==> src/rtl/seq_div8x4_pkg.sv <==
// Shared arithmetic package.
// Holds the default operand widths for the sequential divider and the
// companion multiplier, the divider FSM state encoding, and a small helper
// that sizes the step counter.
package seq_div8x4_pkg;

  // Divider defaults: dividend/quotient width and divisor/remainder width.
  localparam int DIV_DW_N = 8;
  localparam int DIV_DW_D = 4;

  // Multiplier defaults (the 8x4 multiplier that sits next to the divider).
  localparam int MUL_DW_A = 8;
  localparam int MUL_DW_B = 4;
  localparam int MUL_DW_P = MUL_DW_A + MUL_DW_B;

  typedef enum logic [1:0] {
    ST_IDLE = 2'd0,
    ST_RUN  = 2'd1,
    ST_DONE = 2'd2
  } div_state_t;

  // The step counter must hold DW_N-1; keep it at least one bit wide.
  function automatic int cnt_width(input int n);
    return (n > 1) ? $clog2(n) : 1;
  endfunction

endpackage

==> src/rtl/seq_div8x4_div_step.sv <==
// div_step: one restoring-division step, purely combinational.
// Ports:
//   rem_in   - current partial remainder (DW_D+1 bits, always < divisor)
//   bit_in   - next dividend bit, shifted in at the LSB
//   divisor  - unsigned divisor
//   rem_out  - partial remainder after the step
//   q_bit    - quotient bit produced by the step
module div_step #(
  parameter int DW_D = 4
) (
  input  logic [DW_D:0]   rem_in,
  input  logic            bit_in,
  input  logic [DW_D-1:0] divisor,
  output logic [DW_D:0]   rem_out,
  output logic            q_bit
);

  logic [DW_D+1:0] shifted;
  logic [DW_D+1:0] diff;

  // rem_in < divisor keeps the shifted value below 2*divisor, so one extra
  // bit above the partial remainder is enough to serve as the sign.
  always_comb begin
    shifted = {rem_in, bit_in};
    diff    = shifted - {2'b00, divisor};
    q_bit   = ~diff[DW_D+1];
    rem_out = q_bit ? diff[DW_D:0] : shifted[DW_D:0];
  end

endmodule

==> src/rtl/seq_div8x4.sv <==
// seq_div8x4: sequential unsigned restoring divider, one quotient bit per
// clock cycle.
// Ports:
//   clk, rst     - clock and synchronous active-high reset
//   start        - begin a division (only looked at while idle)
//   dividend     - DW_N-bit numerator, captured on acceptance
//   divisor      - DW_D-bit denominator, captured on acceptance
//   quotient     - registered quotient, updated when a result completes
//   remainder    - registered remainder, updated when a result completes
//   busy         - high while the division steps are running
//   done         - one-cycle pulse, results valid
//   div_by_zero  - set by a zero divisor, held with the results
//
// state   | meaning
// IDLE    | waiting for start
// RUN     | one restoring step per cycle, DW_N cycles
// DONE    | done pulse, results on the outputs
module seq_div8x4
  import seq_div8x4_pkg::*;
#(
  parameter int DW_N = DIV_DW_N,
  parameter int DW_D = DIV_DW_D
) (
  input  logic            clk,
  input  logic            rst,
  input  logic            start,
  input  logic [DW_N-1:0] dividend,
  input  logic [DW_D-1:0] divisor,
  output logic [DW_N-1:0] quotient,
  output logic [DW_D-1:0] remainder,
  output logic            busy,
  output logic            done,
  output logic            div_by_zero
);

  localparam int CW = cnt_width(DW_N);

  div_state_t      state;
  logic [DW_N-1:0] dvd_sr;
  logic [DW_N-1:0] quo_sr;
  logic [DW_D-1:0] dvs;
  logic [DW_D:0]   prem;
  logic [CW-1:0]   cnt;

  logic [DW_D:0]   step_rem;
  logic            step_q;

  div_step #(.DW_D(DW_D)) u_step (
    .rem_in  (prem),
    .bit_in  (dvd_sr[DW_N-1]),
    .divisor (dvs),
    .rem_out (step_rem),
    .q_bit   (step_q)
  );

  always_ff @(posedge clk) begin
    if (rst) begin
      state       <= ST_IDLE;
      dvd_sr      <= '0;
      quo_sr      <= '0;
      dvs         <= '0;
      prem        <= '0;
      cnt         <= '0;
      quotient    <= '0;
      remainder   <= '0;
      busy        <= 1'b0;
      done        <= 1'b0;
      div_by_zero <= 1'b0;
    end else begin
      case (state)
        ST_IDLE: begin
          done <= 1'b0;
          if (start) begin
            if (divisor == '0) begin
              // Zero divisor skips the steps and reports saturated results.
              quotient    <= '1;
              remainder   <= '0;
              div_by_zero <= 1'b1;
              done        <= 1'b1;
              state       <= ST_DONE;
            end else begin
              dvd_sr <= dividend;
              dvs    <= divisor;
              quo_sr <= '0;
              prem   <= '0;
              cnt    <= CW'(DW_N - 1);
              busy   <= 1'b1;
              state  <= ST_RUN;
            end
          end
        end

        ST_RUN: begin
          prem   <= step_rem;
          quo_sr <= {quo_sr[DW_N-2:0], step_q};
          dvd_sr <= {dvd_sr[DW_N-2:0], 1'b0};
          cnt    <= cnt - 1'b1;
          if (cnt == '0) begin
            // Last step: publish directly from the step outputs.
            quotient    <= {quo_sr[DW_N-2:0], step_q};
            remainder   <= step_rem[DW_D-1:0];
            div_by_zero <= 1'b0;
            done        <= 1'b1;
            busy        <= 1'b0;
            state       <= ST_DONE;
          end
        end

        ST_DONE: begin
          done  <= 1'b0;
          state <= ST_IDLE;
        end

        default: begin
          busy  <= 1'b0;
          done  <= 1'b0;
          state <= ST_IDLE;
        end
      endcase
    end
  end

endmodule

==> config.mk <==
export PLATFORM = sky130hd
export DESIGN_NAME = seq_div8x4
export DESIGN_NICKNAME = d
export VERILOG_FILES = /design/src/rtl/seq_div8x4_pkg.sv /design/src/rtl/seq_div8x4_div_step.sv /design/src/rtl/seq_div8x4.sv
export SDC_FILE = /design/constraint.sdc
export NUM_CORES = 1
export LEC_CHECK = 0
export ABC_AREA = 1
export BUFFER_PORTS_ARGS = -buffer_cell sky130_fd_sc_hd__buf_2
export CORE_ASPECT_RATIO = 1.5
export CORE_UTILIZATION = 40
export CTS_CLUSTER_DIAMETER = 40
export DETAILED_ROUTE_END_ITERATION = 16
export GPL_TIMING_DRIVEN = 0
export REMOVE_ABC_BUFFERS = 1
export SLEW_MARGIN = 20
export SYNTH_ARGS = -nofsm -noshare
export SYNTH_HDL_FRONTEND = slang
export SYNTH_SLANG_ARGS = --single-unit
export TNS_END_PERCENT = 5
==> constraint.sdc <==
create_clock -name clk -period 3.9 [get_ports clk]
set_input_delay 0.39 -clock clk [delete_from_list [all_inputs] [get_ports clk]]
set_output_delay 0.39 -clock clk [all_outputs]
set_load 0.02 [all_outputs]
==> reports/results.tsv, run 1 <==
stage	metric	value	unit
final_layout	layout cell share with drive strength beyond 1	0.195	
pwr	Worst VDD drop	0.249	mV
sta	Final setup viols	0	
yosys	synthesized cell area	0.00204	mm^2
sta	Fin Setup TNS	0	ps
detailed_routing	final wirelength	4.02	mm
final_layout	# diodes	0	
global_route	largest net degree at the start of global routing	32	
yosys	Post-synth top flop	dfxtp_1	
cts	register clock-pin slew on the reported worst setup and hold paths	80	ps
die	full die area	0.00540	mm^2
yosys	top cell type's share of synthesized area	0.432	
die	Starting Density	0.421	
worst_hold_path	Hold Path Class	in2reg	
sta	worst clock skew	8.50	ps
yosys	Mean Syn Cell Area	7.59	um^2
sta	final hold viol count	0	
cts	CTS max path bufs	2	
die	total core area	0.00485	mm^2
cts	Clk Latency, worst-skew pair	290	ps
sta	Max-slew headroom	0.600	
cts	# hold bufs at CTS	0	
yosys	Yosys reg bits	44	
sta	max-slew violation count	0	
final_layout	Layout fillers	514	
global_route	vias in the first global route	1532	
yosys	Async SR Flop Fraction	0	
placed_design	Placement Setup Slack	1590	ps
die	Placement Rows	31	
setup_path	WP data required	4090	ps
placed_design	post-DP HPWL	2.76	mm
final_layout	Area growth syn-to-layout	13.2	%
cts	CTS Buf Count	5	
final_layout	nets	315	
global_route	first-pass GRT wire length	6.90	mm
cts	CTS resizes	0	
setup_path	WS Path Type	reg2reg	
global_route	initial antenna violation count	0	
sta	min setup slack post-route	1610	ps
sta	Least-Margin Pin Slew	600	ps
detailed_routing	Avg Vias per Cell	4.89	
die	IO Pins	30	
die	Die Ht	89.5	um
cts	CTS tree	yes	
sta	RSZ-0062 raised after global routing	no	
run_status	status	finished clean	
global_route	Congestion Overflow GR	0	
yosys	Synth area leaders	dfxtp_1, nand2_1, inv_1	
yosys	Synth area leader	dfxtp_1	
setup_path	Arr. time, crit path	2480	ps
sta	Final period util	0.588	
global_route	GRT Overall Usage	0.173	
yosys	EDFF count, synth	0	
pwr	Leak	1.06	nW
yosys	sequential area share after synthesis	0.432	
detailed_routing	drt wl/cell	11.2	um
yosys	Synth cell types	29	
run	maxcap violations	0	
pwr	Pwr Density	484	mW/mm^2
detailed_routing	via count	1755	
detailed_routing	Iter 0 DRT Violations	57	
yosys	Gate Count Post-Synth	269	
setup_path	CP Launch Type	flip-flop	
setup_path	CP endpoint kind	flip-flop	
setup_path	maximum fanout along the worst path	26	
sta	f_max	436	MHz
cts	Post-CTS Setup Bufs	0	
detailed_routing	antenna viol nets, final	0	
sta	min Tclk post-route	2290	ps
yosys	top post-synthesis cells by count	nand2_1, dfxtp_1, inv_1	
cts	TritonCTS Sinks	44	
cts	clk root buf	clkbuf_8	
placed_design	gpl congestion	0.793	
yosys	most common cell in the synthesized netlist	nand2_1	
yosys	Synth Warn #	0	
detailed_routing	DRC violations left	0	
die	Die W	60.3	um
cts	H-tree depth	2	
detailed_routing	drt first pass iters	4	
placed_design	Buffers on Ports	29	
==> critical path, stage by stage (launching register included) <==
cell and delay, ps:
dfxtp_1 380, inv_2 60, nor2_4 360, inv_2 340, a21oi_4 580, inv_2 230
nor3_1 180, nor2_1 60
==> cell families (layout without fill, tap and decap cells) <==
family	count (synthesis)	in the layout	synth area share
AND/OR/NAND/NOR	101	101	0.216
buffers and inverters	50	74	0.0993
flip-flops	44	44	0.432
AO/OA/AOI/OAI	65	65	0.197
XOR/XNOR	2	2	0.00859
adder cells (fa/ha/maj)	7	7	0.0466
==> through the flow <==
stage | instance area (um^2) | hold WS (ps) | util | total power, W | std cells
2_1_floorplan | 1980 | 425 | - | 0.000745 | 257
3_3_place_gp | 2210 | 435 | 0.455 | 0.000822 | 352
3_5_place_dp | 2210 | 442 | 0.455 | 0.000827 | 352
4_1_cts | 2300 | 370 | 0.475 | 0.00113 | 359
5_1_grt | 2310 | 391 | 0.476 | 0.00120 | 359
6_report | 2310 | 378 | 0.476 | 0.00112 | 359
==> final timing paths <==
path	end	slack [ps]	cells past startpoint	from
setup / recovery	quotient[0]$_SDFFE_PP0P_	1610	7	state[0]$_SDFFE_PP0P_
hold / removal	dvs[0]$_SDFFE_PP0P_	380	3	divisor[0]
setup reg to reg	quotient[0]$_SDFFE_PP0P_	1610	7	state[0]$_SDFFE_PP0P_
hold reg to reg	dvd_sr[5]$_SDFFE_PP0P_	450	2	dvd_sr[5]$_SDFFE_PP0P_
==> state kept, by name (all words and copies together), names as in the netlist <==
name         count
busy             1
cnt              3
div_by_zero      1
done             1
dvd_sr           8
dvs              4
prem             5
quo_sr           7
quotient         8
remainder        4
state            2
==> cell type report <==
type	instances	area [um^2]	share of cell area
multi-input cells	175	962	0.417
flip-flops and latches	44	881	0.381
repair buffers	29	145	0.0628
inverters	38	143	0.0618
clock buffers	7	96.3	0.0417
well taps	66	82.6	0.0358
==> placed cells by master (no fill, tap or decap), drive strengths merged, types with 6 or more instances in the layout <==
| master | n |
|---|---|
| a21oi | 29 |
| a22oi | 6 |
| buf | 29 |
| clkbuf | 7 |
| dfxtp | 44 |
| ha | 6 |
| inv | 38 |
| nand2 | 49 |
| nand3 | 25 |
| nor2 | 24 |
| o21ai | 26 |
==> power breakdown <==
part / total, W / leakage (nW) / switching [W] / internal (W)
Clock: 0.000305 / 0.0503 / 0.000148 / 0.000158
Combinational: 0.000297 / 0.644 / 0.000199 / 0.0000980
Sequential: 0.000516 / 0.361 / 0.0000207 / 0.000496
==> layer usage <==
layer,part of all wire,track usage
met1,0.44,0.200
met2,0.52,0.303
met3,0.029,0.0391
met4,0.012,0.0634
met5,0,0
(Power assumes the default switching activity.)
==> run 2, diff against run 1 <==
- ABC_AREA: 1 -> 0
- clock period: 3.9 -> 2.3 ns (I/O delays scaled with it)
==> reports/results.tsv, run 2 <==
stage	metric	value	unit
global_route	first-pass GRT wire length	7.08	mm
cts	Post-CTS Setup Bufs	0	
run_status	status	finished clean	
setup_path	CP endpoint kind	flip-flop	
sta	final hold viol count	0	
setup_path	WP data required	2510	ps
cts	Clk Latency, worst-skew pair	290	ps
yosys	Synth area leaders	dfxtp_1, nor2_1, nand2_1	
sta	min Tclk post-route	2120	ps
die	IO Pins	30	
cts	CTS Buf Count	5	
detailed_routing	drt wl/cell	12.2	um
yosys	EDFF count, synth	0	
sta	RSZ-0062 raised after global routing	no	
placed_design	gpl congestion	0.787	
final_layout	Post-Layout Cell Count	333	
global_route	vias in the first global route	1560	
placed_design	post-DP HPWL	2.76	mm
cts	H-tree depth	2	
cts	# hold bufs at CTS	0	
pwr	Leak	0.924	nW
global_route	initial antenna violation count	0	
cts	clk root buf	clkbuf_8	
cts	TritonCTS Sinks	44	
final_layout	most frequent cells in the layout	dfxtp_1, nor2_1, buf_2, nand2_1, a21oi_1	
yosys	most common cell in the synthesized netlist	dfxtp_1	
run	maxcap violations	0	
detailed_routing	DRC violations left	0	
yosys	Async SR Flop Fraction	0	
final_layout	# diodes	0	
die	full die area	0.00561	mm^2
detailed_routing	drt first pass iters	4	
yosys	Synth cell types	45	
die	Starting Density	0.414	
sta	Fin Setup TNS	0	ps
final_layout	layout cell share with drive strength beyond 1	0.215	
sta	Final period util	0.920	
yosys	Synth area leader	dfxtp_1	
setup_path	CP max stage delay	350	ps
pwr	Worst VDD drop	0.411	mV
final_layout	commonest non-fill, non-tap cell in the layout	dfxtp_1	
yosys	synthesized cell area	0.00212	mm^2
final_layout	largest registers	dvd_sr: 8 flops, quotient: 8 flops, quo_sr: 7 flops	
sta	max-slew violation count	0	
worst_hold_path	Hold Path Class	in2reg	
detailed_routing	final wirelength	4.06	mm
pwr	Power Total	0.00183	W
pwr	Pwr Density	769	mW/mm^2
sta	worst hold margin	189	ps
yosys	Synth Warn #	0	
global_route	GRT Overall Usage	0.167	
cts	CTS resizes	0	
yosys	Post-synth top flop	dfxtp_1	
global_route	Congestion Overflow GR	0	
detailed_routing	via count	1731	
setup_path	CP Launch Type	flip-flop	
detailed_routing	Avg Vias per Cell	5.20	
die	total core area	0.00512	mm^2
placed_design	Buffers on Ports	29	
setup_path	Slowest-stage cell, CP	mux2_4	
final_layout	Area growth syn-to-layout	12.0	%
cts	CTS tree	yes	
setup_path	Arr. time, crit path	2330	ps
final_layout	Layout fillers	563	
yosys	Gate Count Post-Synth	245	
yosys	Mean Syn Cell Area	8.67	um^2
cts	register clock-pin slew on the reported worst setup and hold paths	80	ps
setup_path	WS Path Type	reg2reg	
yosys	top cell type's share of synthesized area	0.415	
yosys	top post-synthesis cells by count	dfxtp_1, nor2_1, nand2_1	
sta	f_max	473	MHz
sta	worst clock skew	6.03	ps
die	Die Ht	91.2	um
global_route	largest net degree at the start of global routing	47	
placed_design	Inst Count DP	326	
detailed_routing	antenna viol nets, final	0	
die	Die W	61.5	um
sta	Least-Margin Pin Slew	872	ps
sta	Final setup viols	0	
setup_path	maximum fanout along the worst path	5	
detailed_routing	Iter 0 DRT Violations	36	
final_layout	nets	287	
die	Placement Rows	32	
cts	CTS max path bufs	2	
sta	Max-slew headroom	0.419	
yosys	sequential area share after synthesis	0.415	
yosys	Yosys reg bits	44	
setup_path	CP Cell Sequence	inv_1 > ha_1 > nor2b_1 > o31a_2 > o211ai_4 > mux2_4 > a211oi_2	
[run 2: worst paths after layout]
check                           start                   endpoint  slack (ps)  cells after the start
setup reg to reg  dvs[1]$_SDFFE_PP0P_  remainder[1]$_SDFFE_PP0P_         180                      7
setup / recovery  dvs[1]$_SDFFE_PP0P_  remainder[1]$_SDFFE_PP0P_         180                      7
hold reg to reg   cnt[0]$_SDFFE_PP0P_        cnt[0]$_SDFFE_PP0P_         470                      1
hold / removal            dividend[5]     dvd_sr[5]$_SDFFE_PP0P_         190                      3
[run 2: where the power goes]
group	internal [W]	switching, W
logic	0.000175	0.000261
clock network	0.000268	0.000255
registers	0.000824	0.0000439
[run 2: area by class of cell]
class / instances / area, um^2 / area share
Clock buffer: 7 / 96.3 / 0.0405
Timing Repair Buffer: 29 / 145 / 0.0611
Sequential cell: 44 / 881 / 0.371
Multi-Input combinational cell: 173 / 1120 / 0.473
Tap cell: 68 / 85.1 / 0.0358
Inverter: 12 / 45.0 / 0.0189
[run 2: worst max-delay path, delay by kind of cell (launching register included)]
kind	cells	cell delay (ps)
adder cells (fa/ha/maj)	1	280
AND/OR/NAND/NOR	1	150
buffers and inverters	1	70
multiplexers	1	350
AO/OA/AOI/OAI	3	840
flip-flops	1	330
[run 2: cell families (layout without fill, tap and decap cells)]
logic type,count (synthesis),count (layout),share of synthesized area
adders and majority gates,7,7,0.0448
AOI/OAI and AO/OA,60,60,0.226
buffers and inverters,28,48,0.0577
DFF,44,44,0.415
xor gates and xnor gates,2,2,0.00825
and+or+nand+nor,100,100,0.225
muxes,4,4,0.0236
[run 2: routing by layer]
layer | up-vias | part of all wire | global-route usage
met3 | 7 | 0.031 | 0.0342
met2 | 30 | 0.50 | 0.269
met5 | - | 0 | 0
met4 | 0 | 0.017 | 0.0611
li1 | 904 | - | -
met1 | 790 | 0.45 | 0.213
[run 2: per-stage QoR]
step,instance area [um^2],setup WS [ps],util
after global placement,2280,76.7,0.444
after global routing,2380,61.3,0.464
after detailed placement,2280,26.5,0.444
final,2380,184,0.464
after CTS,2370,16.2,0.463
after floorplan,2050,339,-
==> run 3, diff against run 2 <==
- CTS_BUF_LIST: default -> sky130_fd_sc_hd__clkbuf_4 sky130_fd_sc_hd__clkbuf_8
- RECOVER_POWER: default -> 50
- SLEW_MARGIN: 20 -> default
==> reports/results.tsv, run 3 (synthesized netlist as in run 2, its figures left out) <==
stage	metric	value	unit
run_status	status	finished clean	
final_layout	fin area	0.00235	mm^2
worst_hold_path	Hold Path Class	in2reg	
cts	CTS tree	yes	
die	full die area	0.00561	mm^2
cts	CTS max path bufs	2	
pwr	Gate power share	0.237	
final_layout	most frequent cells in the layout	dfxtp_1, nor2_1, nand2_1, clkbuf_1	
pwr	clock power share	0.287	
global_route	Congestion Overflow GR	0	
sta	final hold viol count	0	
global_route	vias in the first global route	1560	
setup_path	WS Path Type	reg2reg	
pwr	Leak	0.861	nW
cts	CTS Buf Count	5	
global_route	largest net degree at the start of global routing	47	
cts	CTS resizes	0	
sta	Least-Margin Pin Slew	1130	ps
setup_path	CP Launch Type	flip-flop	
sta	Final setup viols	0	
cts	clk root buf	clkbuf_8	
pwr	Pwr Density	775	mW/mm^2
final_layout	Area growth syn-to-layout	10.8	%
sta	RSZ-0062 raised after global routing	yes	
sta	worst clock skew	5.42	ps
setup_path	WP data required	2510	ps
die	Die W	61.5	um
cts	# hold bufs at CTS	0	
sta	max-slew violation count	0	
die	IO Pins	30	
final_layout	nets	287	
cts	H-tree depth	2	
die	Starting Density	0.414	
final_layout	largest registers	dvd_sr: 8 flops, quotient: 8 flops, quo_sr: 7 flops	
die	Placement Rows	32	
final_layout	# diodes	0	
pwr	sw frac	0.308	
cts	TritonCTS Sinks	44	
detailed_routing	Avg Vias per Cell	5.19	
global_route	GRT Overall Usage	0.167	
sta	Max-slew headroom	0.242	
sta	Final period util	0.977	
setup_path	CP endpoint kind	flip-flop	
detailed_routing	Iter 0 DRT Violations	43	
sta	Fin Setup TNS	0	ps
detailed_routing	drt wl/cell	12.3	um
detailed_routing	final wirelength	4.10	mm
global_route	initial antenna violation count	0	
die	Die Ht	91.2	um
final_layout	layout cell share with drive strength beyond 1	0.151	
cts	Post-CTS Setup Bufs	0	
die	total core area	0.00512	mm^2
cts	register clock-pin slew on the reported worst setup and hold paths	80	ps
sta	min Tclk post-route	2250	ps
placed_design	Buffers on Ports	29	
pwr	Int Pwr	0.00126	W
placed_design	gpl congestion	0.787	
setup_path	maximum fanout along the worst path	35	
detailed_routing	antenna viol nets, final	0	
detailed_routing	drt first pass iters	4	
pwr	Sw Pwr	0.000562	W
detailed_routing	DRC violations left	0	
placed_design	post-DP HPWL	2.76	mm
cts	Clk Latency, worst-skew pair	290	ps
final_layout	commonest non-fill, non-tap cell in the layout	dfxtp_1	
run	maxcap violations	0	
pwr	Worst VDD drop	0.412	mV
pwr	Seq pwr share	0.476	
global_route	first-pass GRT wire length	7.08	mm
detailed_routing	via count	1729	
placed_design	placed cell area	0.00228	mm^2
sta	f_max	445	MHz
setup_path	Arr. time, crit path	2450	ps
final_layout	Final Core Density	0.459	
[run 3: final timing paths]
kind / start / endpoint / slack (ps) / cells past startpoint
worst max-delay path: state[0]$_SDFFE_PP0P_ / prem[3]$_SDFFE_PP0P_ / 50 / 4
worst min-delay path: dividend[5] / dvd_sr[5]$_SDFFE_PP0P_ / 190 / 3
worst max register to register: state[0]$_SDFFE_PP0P_ / prem[3]$_SDFFE_PP0P_ / 50 / 4
worst min register to register: cnt[0]$_SDFFE_PP0P_ / cnt[0]$_SDFFE_PP0P_ / 470 / 1
[run 3: layout make-up]
type	count	area [um^2]
clock buffer	7	96.3
inverter	12	45.0
multi-input combinational	173	1120
sequential	44	881
timing repair buffer	29	126
tap	68	85.1
fill	557	2770
[run 3: routing by layer]
metal	routed length, um	track usage	part of all wire
met1	1860	0.213	0.45
met2	2070	0.269	0.50
met3	108	0.0342	0.026
met4	70	0.0611	0.017
met5	0	0	0
[run 3: power by group through the flow]
stage / clock (W) / combinational (W) / sequential (W)
6_report: 0.000524 / 0.000433 / 0.000868
5_1_grt: 0.000560 / 0.000490 / 0.000877
4_1_cts: 0.000534 / 0.000444 / 0.000868
3_5_place_dp: 0 / 0.000444 / 0.000886
3_3_place_gp: 0 / 0.000436 / 0.000884
2_1_floorplan: 0 / 0.000304 / 0.000904
[run 3: critical path: stages (launching register included)]
cell      delay, ps
dfxtp_1         560
nand2_1         750
a21oi_1         360
o221ai_1        200
o32ai_1         290
[run 3: through the flow]
stage	setup slack (ps)	cells	power [W]	hold WS, ps
2_1_floorplan	339	229	0.00121	295
3_3_place_gp	76.7	326	0.00132	451
3_5_place_dp	26.5	326	0.00133	459
4_1_cts	16.2	333	0.00185	184
5_1_grt	-228	333	0.00193	199
6_report	52.3	333	0.00182	189
